File: src/rtl/axi4_lite_sdp_ram_bridge_pkg.sv
// Shared types and constants for the AXI4-Lite to simple dual-port RAM bridge.
// Optional feature macro: AXI4_LITE_SDP_RAM_BRIDGE_RANGE_CHECK_EN (address range check).
package axi4_lite_sdp_ram_bridge_pkg;

   typedef enum logic [1:0] {
      W_IDLE   = 2'd0,
      W_COMMIT = 2'd1,
      W_RESP   = 2'd2
   } wr_state_e;

   typedef enum logic [1:0] {
      R_IDLE  = 2'd0,
      R_ADDR  = 2'd1,
      R_LATCH = 2'd2,
      R_RESP  = 2'd3
   } rd_state_e;

   localparam logic [1:0] RESP_OKAY   = 2'b00;
   localparam logic [1:0] RESP_SLVERR = 2'b10;

endpackage

File: src/rtl/axi4_lite_sdp_ram_bridge_wr.sv
// Write path: AW/W capture in any order, one-cycle RAM commit, then B response.
// Handshakes: a transfer happens on a rising edge where valid and ready are both
// high; once bvalid is high it and bresp stay stable until bready.
// With AXI4_LITE_SDP_RAM_BRIDGE_RANGE_CHECK_EN defined, writes with nonzero
// address bits above the RAM range are dropped and answered with SLVERR.
module axi4_lite_sdp_ram_bridge_wr
   import axi4_lite_sdp_ram_bridge_pkg::*;
#(
   parameter int AW = 32,
   parameter int A  = 6,
   parameter int N  = 4
) (
   input  logic            clk,
   input  logic            reset,
   input  logic [AW-1:0]   s_awaddr,
   input  logic            s_awvalid,
   output logic            s_awready,
   input  logic [8*N-1:0]  s_wdata,
   input  logic [N-1:0]    s_wstrb,
   input  logic            s_wvalid,
   output logic            s_wready,
   output logic [1:0]      s_bresp,
   output logic            s_bvalid,
   input  logic            s_bready,
   output logic            ram_we,
   output logic [A-1:0]    ram_waddr,
   output logic [N-1:0]    ram_be,
   output logic [8*N-1:0]  ram_wdata,
   output wr_state_e       o_state
);

   localparam int L = $clog2(N);

   wr_state_e        r_state;
   logic             r_aw_held;
   logic             r_w_held;
   logic [A-1:0]     r_waddr;
   logic             r_aw_oor;
   logic [8*N-1:0]   r_wdata;
   logic [N-1:0]     r_wstrb;
   logic             r_bvalid;
   logic [1:0]       r_bresp;

   logic             w_aw_hs;
   logic             w_w_hs;
   logic             w_aw_oor;
   logic             w_unused_addr;

   assign s_awready = (r_state == W_IDLE) && !r_aw_held;
   assign s_wready  = (r_state == W_IDLE) && !r_w_held;
   assign w_aw_hs   = s_awvalid && s_awready;
   assign w_w_hs    = s_wvalid && s_wready;

`ifdef AXI4_LITE_SDP_RAM_BRIDGE_RANGE_CHECK_EN
   assign w_aw_oor = (s_awaddr[AW-1:A+L] != '0);
`else
   assign w_aw_oor = 1'b0;
`endif
   // Byte-lane bits (and upper bits when the range check is off) do not select a word.
   assign w_unused_addr = ^{s_awaddr[AW-1:A+L], s_awaddr[L-1:0]};

   // RAM write port comes straight from the held registers; strobe only in W_COMMIT.
   assign ram_we    = (r_state == W_COMMIT) && !r_aw_oor;
   assign ram_waddr = r_waddr;
   assign ram_be    = r_wstrb;
   assign ram_wdata = r_wdata;
   assign s_bvalid  = r_bvalid;
   assign s_bresp   = r_bresp;
   assign o_state   = r_state;

   // Write FSM: collect AW and W, commit once, hold B until accepted.
   always_ff @(posedge clk) begin
      if (reset) begin
         r_state   <= W_IDLE;
         r_aw_held <= 1'b0;
         r_w_held  <= 1'b0;
         r_waddr   <= '0;
         r_aw_oor  <= 1'b0;
         r_wdata   <= '0;
         r_wstrb   <= '0;
         r_bvalid  <= 1'b0;
         r_bresp   <= RESP_OKAY;
      end else begin
         case (r_state)
            W_IDLE: begin
               if (w_aw_hs) begin
                  r_waddr   <= s_awaddr[A+L-1:L];
                  r_aw_oor  <= w_aw_oor;
                  r_aw_held <= 1'b1;
               end
               if (w_w_hs) begin
                  r_wdata  <= s_wdata;
                  r_wstrb  <= s_wstrb;
                  r_w_held <= 1'b1;
               end
               if ((r_aw_held || w_aw_hs) && (r_w_held || w_w_hs)) begin
                  r_state <= W_COMMIT;
               end
            end
            W_COMMIT: begin
               r_state  <= W_RESP;
               r_bvalid <= 1'b1;
               r_bresp  <= r_aw_oor ? RESP_SLVERR : RESP_OKAY;
            end
            W_RESP: begin
               if (s_bready) begin
                  r_bvalid  <= 1'b0;
                  r_aw_held <= 1'b0;
                  r_w_held  <= 1'b0;
                  r_state   <= W_IDLE;
               end
            end
            default: r_state <= W_IDLE;
         endcase
      end
   end

endmodule

File: src/rtl/axi4_lite_sdp_ram_bridge.sv
// AXI4-Lite slave front end for a byte-enabled simple dual-port RAM.
// Write path lives in axi4_lite_sdp_ram_bridge_wr; the read FSM is here.
// Handshakes: a transfer happens on a rising edge where valid and ready are both
// high; once rvalid is high it, rdata and rresp stay stable until rready.
// With AXI4_LITE_SDP_RAM_BRIDGE_RANGE_CHECK_EN defined, out-of-range reads
// return zero data with SLVERR; otherwise upper address bits alias.
module axi4_lite_sdp_ram_bridge
   import axi4_lite_sdp_ram_bridge_pkg::*;
#(
   parameter int AW = 32,
   parameter int A  = 6,
   parameter int N  = 4
) (
   input  logic            clk,
   input  logic            reset,
   input  logic [AW-1:0]   s_awaddr,
   input  logic            s_awvalid,
   output logic            s_awready,
   input  logic [8*N-1:0]  s_wdata,
   input  logic [N-1:0]    s_wstrb,
   input  logic            s_wvalid,
   output logic            s_wready,
   output logic [1:0]      s_bresp,
   output logic            s_bvalid,
   input  logic            s_bready,
   input  logic [AW-1:0]   s_araddr,
   input  logic            s_arvalid,
   output logic            s_arready,
   output logic [8*N-1:0]  s_rdata,
   output logic [1:0]      s_rresp,
   output logic            s_rvalid,
   input  logic            s_rready,
   output logic            ram_we,
   output logic [A-1:0]    ram_waddr,
   output logic [N-1:0]    ram_be,
   output logic [8*N-1:0]  ram_wdata,
   output logic [A-1:0]    ram_raddr,
   input  logic [8*N-1:0]  ram_q,
   output logic [1:0]      o_wr_state,
   output logic [1:0]      o_rd_state
);

   localparam int L = $clog2(N);

   wr_state_e        w_wr_state;
   rd_state_e        r_rstate;
   logic [A-1:0]     r_raddr;
   logic             r_rd_oor;
   logic [8*N-1:0]   r_rdata;
   logic [1:0]       r_rresp;
   logic             r_rvalid;

   logic             w_ar_oor;
   logic             w_unused_addr;

   axi4_lite_sdp_ram_bridge_wr #(.AW(AW), .A(A), .N(N)) u_wr (
      .clk       (clk),
      .reset     (reset),
      .s_awaddr  (s_awaddr),
      .s_awvalid (s_awvalid),
      .s_awready (s_awready),
      .s_wdata   (s_wdata),
      .s_wstrb   (s_wstrb),
      .s_wvalid  (s_wvalid),
      .s_wready  (s_wready),
      .s_bresp   (s_bresp),
      .s_bvalid  (s_bvalid),
      .s_bready  (s_bready),
      .ram_we    (ram_we),
      .ram_waddr (ram_waddr),
      .ram_be    (ram_be),
      .ram_wdata (ram_wdata),
      .o_state   (w_wr_state)
   );

`ifdef AXI4_LITE_SDP_RAM_BRIDGE_RANGE_CHECK_EN
   assign w_ar_oor = (s_araddr[AW-1:A+L] != '0);
`else
   assign w_ar_oor = 1'b0;
`endif
   // Byte-lane bits (and upper bits when the range check is off) do not select a word.
   assign w_unused_addr = ^{s_araddr[AW-1:A+L], s_araddr[L-1:0]};

   assign s_arready  = (r_rstate == R_IDLE);
   assign s_rvalid   = r_rvalid;
   assign s_rdata    = r_rdata;
   assign s_rresp    = r_rresp;
   assign ram_raddr  = r_raddr;
   assign o_wr_state = w_wr_state;
   assign o_rd_state = r_rstate;

   // Read FSM: present address, wait out the RAM latency, capture q, hold R.
   always_ff @(posedge clk) begin
      if (reset) begin
         r_rstate <= R_IDLE;
         r_raddr  <= '0;
         r_rd_oor <= 1'b0;
         r_rdata  <= '0;
         r_rresp  <= RESP_OKAY;
         r_rvalid <= 1'b0;
      end else begin
         case (r_rstate)
            R_IDLE: begin
               if (s_arvalid) begin
                  r_raddr  <= s_araddr[A+L-1:L];
                  r_rd_oor <= w_ar_oor;
                  r_rstate <= R_ADDR;
               end
            end
            R_ADDR: r_rstate <= R_LATCH;
            R_LATCH: begin
               r_rdata  <= r_rd_oor ? '0 : ram_q;
               r_rresp  <= r_rd_oor ? RESP_SLVERR : RESP_OKAY;
               r_rvalid <= 1'b1;
               r_rstate <= R_RESP;
            end
            R_RESP: begin
               if (s_rready) begin
                  r_rvalid <= 1'b0;
                  r_rstate <= R_IDLE;
               end
            end
            default: r_rstate <= R_IDLE;
         endcase
      end
   end

endmodule
File: config.mk
export PLATFORM = sky130hd
export DESIGN_NAME = axi4_lite_sdp_ram_bridge
export DESIGN_NICKNAME = d
export VERILOG_FILES = /design/src/rtl/axi4_lite_sdp_ram_bridge_pkg.sv /design/src/rtl/axi4_lite_sdp_ram_bridge_wr.sv /design/src/rtl/axi4_lite_sdp_ram_bridge.sv
export SDC_FILE = /design/constraint.sdc
export NUM_CORES = 1
export LEC_CHECK = 0
export CORE_ASPECT_RATIO = 0.6
export CORE_MARGIN = 4
export CORE_UTILIZATION = 35
export CTS_CLUSTER_SIZE = 14
export DETAILED_ROUTE_END_ITERATION = 8
export GPL_TIMING_DRIVEN = 0
export PLACE_DENSITY = 0.82
export SLEW_MARGIN = 30
export SYNTH_ARGS = -nofsm -noshare
export SYNTH_HDL_FRONTEND = slang
export SYNTH_SLANG_ARGS = --single-unit
File: constraint.sdc
create_clock -name clk -period 3.9 [get_ports clk]
set_clock_uncertainty 0.15 [all_clocks]
set_input_delay 0.78 -clock clk [delete_from_list [all_inputs] [get_ports clk]]
set_output_delay 0.78 -clock clk [all_outputs]
set_load 0.1 [all_outputs]
; Word level (Yosys, flattened, before mapping)
; Index checks and enable logic that the tools add are counted.
[word_totals]
reg_bits = 88
output_inout_bits = 94
[op_classes]
n_reduce_logical = 23
muxes = 14
n_eq_ne = 11
[op_table]
columns = op, count
row1 = AND reduction 2 bit, 7
row2 = 2-to-1 mux 2 bit, 4
row3 = "inequality test 2 bit, second input constant", 4
row4 = case mux 1 bit (2 select lines), 4
row5 = case mux 2 bit (4 select lines), 1
row6 = "equality test 2 bit, second input constant", 3
row7 = case mux 2 bit (3 select lines), 1
row8 = AND reduction 3 bit, 2
row9 = nonzero test 2 bit, 3
row10 = logical AND 1 bit, 5
row11 = "equality test 2 x 1 -> 1 bit, second input constant", 2
row12 = logical NOT 2 bit, 2
row13 = 2-to-1 mux 1 bit, 4
row14 = "inequality test 2 x 1 -> 1 bit, second input constant", 2
row15 = logical NOT 1 bit, 2
row16 = logical OR 1 bit, 2

; Depth between registers and ports, before layout
; Gate-level depths: netlist (run 1).
[depth]
ltp_word = 7
mapped_depth = 6

; Modules after synthesis
; A second synthesis (run 1) with hierarchy kept.
[hier_totals]
cells_unflattened = 362
hier_area_um2 = 3337.0
[modules_own_cells]
columns = module, cells_per_inst, area_each_um2, n_inst
row1 = axi4_lite_sdp_ram_bridge_wr, 207, 1780.5, 1
row2 = axi4_lite_sdp_ram_bridge, 155, 1556.5, 1

; Worst setup path after synthesis (run 1)
; OpenSTA, ideal clock, no wires.
[synth_timing]
path_kind = reg-to-output
start = register u_wr.r_state[1] (netlist: u_wr.o_state[1])
end = output port s_awready
n_path_buf = 1
stages_incl_launch_ff = 3
path_slack_ns = -0.053
arrival_time_ns = 3.023
path_cell_list = dfxtp_1 -> buf_6 -> nor3_1
[synth_between]
elab_chain_len = 2
[synth_lines]
columns = element, line
row1 = from (decl), axi4_lite_sdp_ram_bridge_wr.sv:34  ; wr_state_e r_state;
row2 = from (signal assigned), axi4_lite_sdp_ram_bridge_wr.sv:74  ; r_state <= W_IDLE;
row3 = from (signal assigned), axi4_lite_sdp_ram_bridge_wr.sv:97  ; r_state <= W_COMMIT;
row4 = from (signal assigned), axi4_lite_sdp_ram_bridge_wr.sv:101  ; r_state <= W_RESP;
row5 = logical NOT 2 bit, axi4_lite_sdp_ram_bridge_wr.sv:49  ; assign s_awready = (r_state == W_IDLE) && !r_aw_held;
row6 = logical AND 1 bit, axi4_lite_sdp_ram_bridge_wr.sv:49
row7 = to (decl), axi4_lite_sdp_ram_bridge.sv:18  ; output logic s_awready,
; Every way passes these cells.

; Final worst setup path (run 1)
[layout_timing]
start = register u_wr.r_state[1] (netlist: u_wr.o_state[1])
end = output port ram_we
[layout_between]
elab_chain_len = 1
[layout_lines]
columns = element, line
row1 = equality test 2 x 1 -> 1 bit, axi4_lite_sdp_ram_bridge_wr.sv:63  ; assign ram_we = (r_state == W_COMMIT) && !r_aw_oor;
row2 = to (decl), axi4_lite_sdp_ram_bridge.sv:33  ; output logic ram_we,
; Every way passes these cells.

==> results of run 1 <==
==> flip-flops by register name (all words and copies together), names as in the netlist <==
register	count
s_rdata	32
u_wr.s_bvalid	1
u_wr.r_aw_held	1
s_rvalid	1
u_wr.ram_be	4
u_wr.r_w_held	1
u_wr.o_state	2
o_rd_state	2
ram_raddr	6
u_wr.ram_waddr	6
u_wr.ram_wdata	32
==> worst max-delay path, cell delays in order, from the launching register on <==
cell	delay (ns)
dfxtp_1	0.33
buf_6	0.15
and2b_2	0.23
clkdlybuf4s50_1	1.15
==> worst paths after layout <==
| path | from | endpoint | slack, ns | cells past startpoint |
|---|---|---|---|---|
| min reg2reg | u_wr.ram_be[0] | u_wr.ram_be[0] | 0.31 | 2 |
| max reg2reg | o_rd_state[1] | o_rd_state[1] | 1.99 | 6 |
| max | u_wr.o_state[1] | ram_we | 0.78 | 3 |
| min | u_wr.ram_be[0] | u_wr.ram_be[0] | 0.31 | 2 |
==> layout make-up <==
| cell class | instances | share of cell area, % |
|---|---|---|
| Clock inverter | 5 | 1.44 |
| Sequential cell | 88 | 31.6 |
| Timing Repair Buffer | 175 | 31.4 |
| Tap cell | 130 | 2.92 |
| Buffer | 29 | 3.52 |
| Inverter | 3 | 0.202 |
| Clock buffer | 11 | 4.35 |
| Multi-Input combinational cell | 245 | 24.6 |
==> kinds of logic (layout without fill, tap and decap cells) <==
family	Yosys count	after routing
AO/OA/AOI/OAI	52	52
adder cells (fa/ha/maj)	4	4
buffers and inverters	32	223
flip-flops	88	88
multiplexers	38	38
other	1	4
AND/OR/NAND/NOR	147	147
==> stage by stage <==
step | util, % | setup WS [ns] | area, µm² | hold WS [ns]
floorplan | - | 0.796 | 3340 | 0.380
global placement | 57.2 | 1.13 | 5250 | 0.292
detailed placement | 57.2 | 1.08 | 5250 | 0.295
CTS | 60.7 | 0.757 | 5580 | 0.304
global route | 60.7 | 0.714 | 5580 | 0.332
finish | 60.7 | 0.778 | 5580 | 0.306
==> where the power goes <==
| part | internal, mW | switching (mW) |
|---|---|---|
| clock network | 0.578 | 0.336 |
| registers | 1.04 | 0.0831 |
| logic | 0.540 | 1.48 |
==> metal layers <==
metal  share of wire [%]  routed length (µm)  up-vias  global-route usage (%)
met5                   0                   0        -                       0
met4                0.66                  64        0                    3.73
met3                 7.2                 702        6                    6.48
met2                  47                4540      104                    27.8
met1                  45                4400     1482                    21.8
li1                    -                   -     1558                       -
==> cells in the final DEF (no fill, tap or decap), types with 3 or more instances in the layout <==
master,netlist,final
a21oi_1,46,46
buf_2,4,4
buf_4,4,4
buf_6,9,9
clkbuf_1,10,11
clkbuf_16,0,9
clkdlybuf4s50_1,0,175
conb_1,1,4
dfxtp_1,88,88
ha_1,4,4
inv_1,3,3
mux2i_1,38,38
nand2_1,80,80
nand3_1,6,6
nor2_1,46,46
nor2b_1,4,4
==> key figures, run 1 <==
Run status
  • Status: complete, no violations

Die
  • Starting density of the core: a little over a third
  • Die W: between 100 and 150 µm
  • # IOs: 233
  • DIE AREA: 11200 µm²
  • Core area: 9190 µm²
  • Die Y: between 80 and 90 µm
  • Rows: 27

Worst setup path
  • Critical Path End Type: output pin
  • Crit path DAT: between 2 and 2.5 ns
  • CP max FO: 10
  • Crit start category: flip-flop
  • Critical path class: reg2out
  • Critical Path RT: just under 3 ns

Routing
  • Routed len/inst: about 14 µm
  • Drt first-iter violations: 82
  • Drt via density: 4.59
  • Post-route DRC: 0
  • DR pass1 iterations: 4
  • Total Wirelength: roughly 9700 µm
  • Antenna-violating nets left: 0
  • Via Count: ~3.2k

Clock network
  • Clock slew at reported path FFs: 0.06 ns
  • TritonCTS Buffers: 9
  • CTS tree: done
  • Post-CTS Resized: 0
  • Clk sinks: 88
  • CTS root buffer: clkbuf_16
  • Hold-fix buffer count after cts: 0
  • Longest Clk Path Bufs: 2
  • Clock latency on the worst-skew pair: 0.32 ns
  • H-tree depth: 3
  • Setup bufs post-CTS: 0

Timing
  • Slew Viols, Final: 0
  • Final count of hold timing violations: 0
  • Final Critical Period: 3.12 ns
  • Max_slew headroom: a little under a third
  • RSZ-0062 raised after global routing: no
  • Final Cycle Share: about four fifths
  • Final setup viols: 0
  • Max Fclk: 320 MHz
  • Post-Route Setup TNS: 0 ns
  • Worst-Margin Slew: approximately 1.0 ns

Layout
  • P&R area growth vs syn: 68.1%
  • Final net count: 694
  • Area of the multi-input gates: approximately 1400 µm²
  • Fin cells: slightly below 700
  • Ant diodes: 0
  • Share of cells above drive strength 1: 6.65%
  • Layout fillers: 794
  • Reg area: 1760 µm²

Yosys
  • Yosys cell types: 25
  • Post-synth EDFFs: 0
  • Synth Area in Compound Gates: 8.30%
  • Sequential area share after synthesis: 53.1%
  • Top-count cell post-synth: dfxtp_1
  • Synth Area in Adders: 1.51%
  • Synth Cell Area: 3320 µm²
  • Post-Synth XOR/XNOR Area: 0%
  • Syn Inst Count: about 360
  • Syn avg cell area: 9.17 µm²
  • FFs w/ async S/R, synth: 0%
  • Area leader, netlist: dfxtp_1
  • Main flop type after synthesis: dfxtp_1
  • Largest family of logic cells by synthesized area: simple AND/OR/NAND/NOR gates
  • Top post-synthesis cells by count: dfxtp_1 (88), nand2_1 (80), a21oi_1 (46), nor2_1 (46), mux2i_1 (38)
  • Post-synthesis simple-gate area fraction: 19.3%
  • Synth area leaders: dfxtp_1 (53%), mux2i_1 (11%), nand2_1 (9.0%), a21oi_1 (6.9%), nor2_1 (5.2%)
  • Synth Register Bits: 88
  • Mux cell area share after synthesis: 11.5%
  • Yosys top cell area share: 53.1%
  • Yosys synthesis warning count: 0

Placed design
  • Port Buffer Count: about 180
  • Inst Count DP: 670
  • GPL Wtd Cong: 0.739
  • DP HPWL: 7640 µm

Global routing
  • First-pass GRT wire length: ~16000 µm
  • Total congestion overflow: 0
  • Vias in the first global route: approximately 3.2k
  • Largest net degree at the start of global routing: 15
  • Initial antenna violation count: 0
  • GRT Total Usage: 17.1%

Pwr
  • Leakage: 2.06 nW
  • PnR Total Power: roughly 4 mW
  • VDD IR max: between 300 and 400 µV
  • Pwr per Cell Area: ~730 nW/µm²

Run
  • Maxcap violations: 0

Hold path
  • HP Class: reg2reg
Power figures use the tool's default switching activity.
==> run 2: changes to the inputs <==
==> constraint.sdc (replaced) <==
create_clock -name clk -period 3.1 [get_ports clk]
set_clock_uncertainty 0.15 [all_clocks]
set_input_delay 0.62 -clock clk [delete_from_list [all_inputs] [get_ports clk]]
set_output_delay 0.62 -clock clk [all_outputs]
set_load 0.1 [all_outputs]
==> results of run 2 <==
Same layout as run 1 (identical final DEF). Status: complete, no violations.
Among the figures that moved: setup slack after placement 1.08 ns -> 0.439 ns; setup slack after layout 0.778 ns -> 0.138 ns; register-to-register setup slack 1.99 ns -> 1.19 ns; total power 4.05 mW -> 5.10 mW; worst IR drop on VDD 393 µV -> 495 µV
==> run 3: changes to the inputs <==
--- a/config.mk
+++ b/config.mk
@@ -5,6 +5,7 @@
 export SDC_FILE = /design/constraint.sdc
 export NUM_CORES = 1
 export LEC_CHECK = 0
+export CAP_MARGIN = 10
 export CORE_ASPECT_RATIO = 0.6
 export CORE_MARGIN = 4
 export CORE_UTILIZATION = 35
==> results of run 3 <==
Same layout as run 1 (identical final DEF). Status: complete, no violations.
Among the figures that moved: setup slack after placement 1.08 ns -> 0.439 ns; setup slack after layout 0.778 ns -> 0.138 ns; register-to-register setup slack 1.99 ns -> 1.19 ns; total power 4.05 mW -> 5.10 mW; worst IR drop on VDD 393 µV -> 495 µV
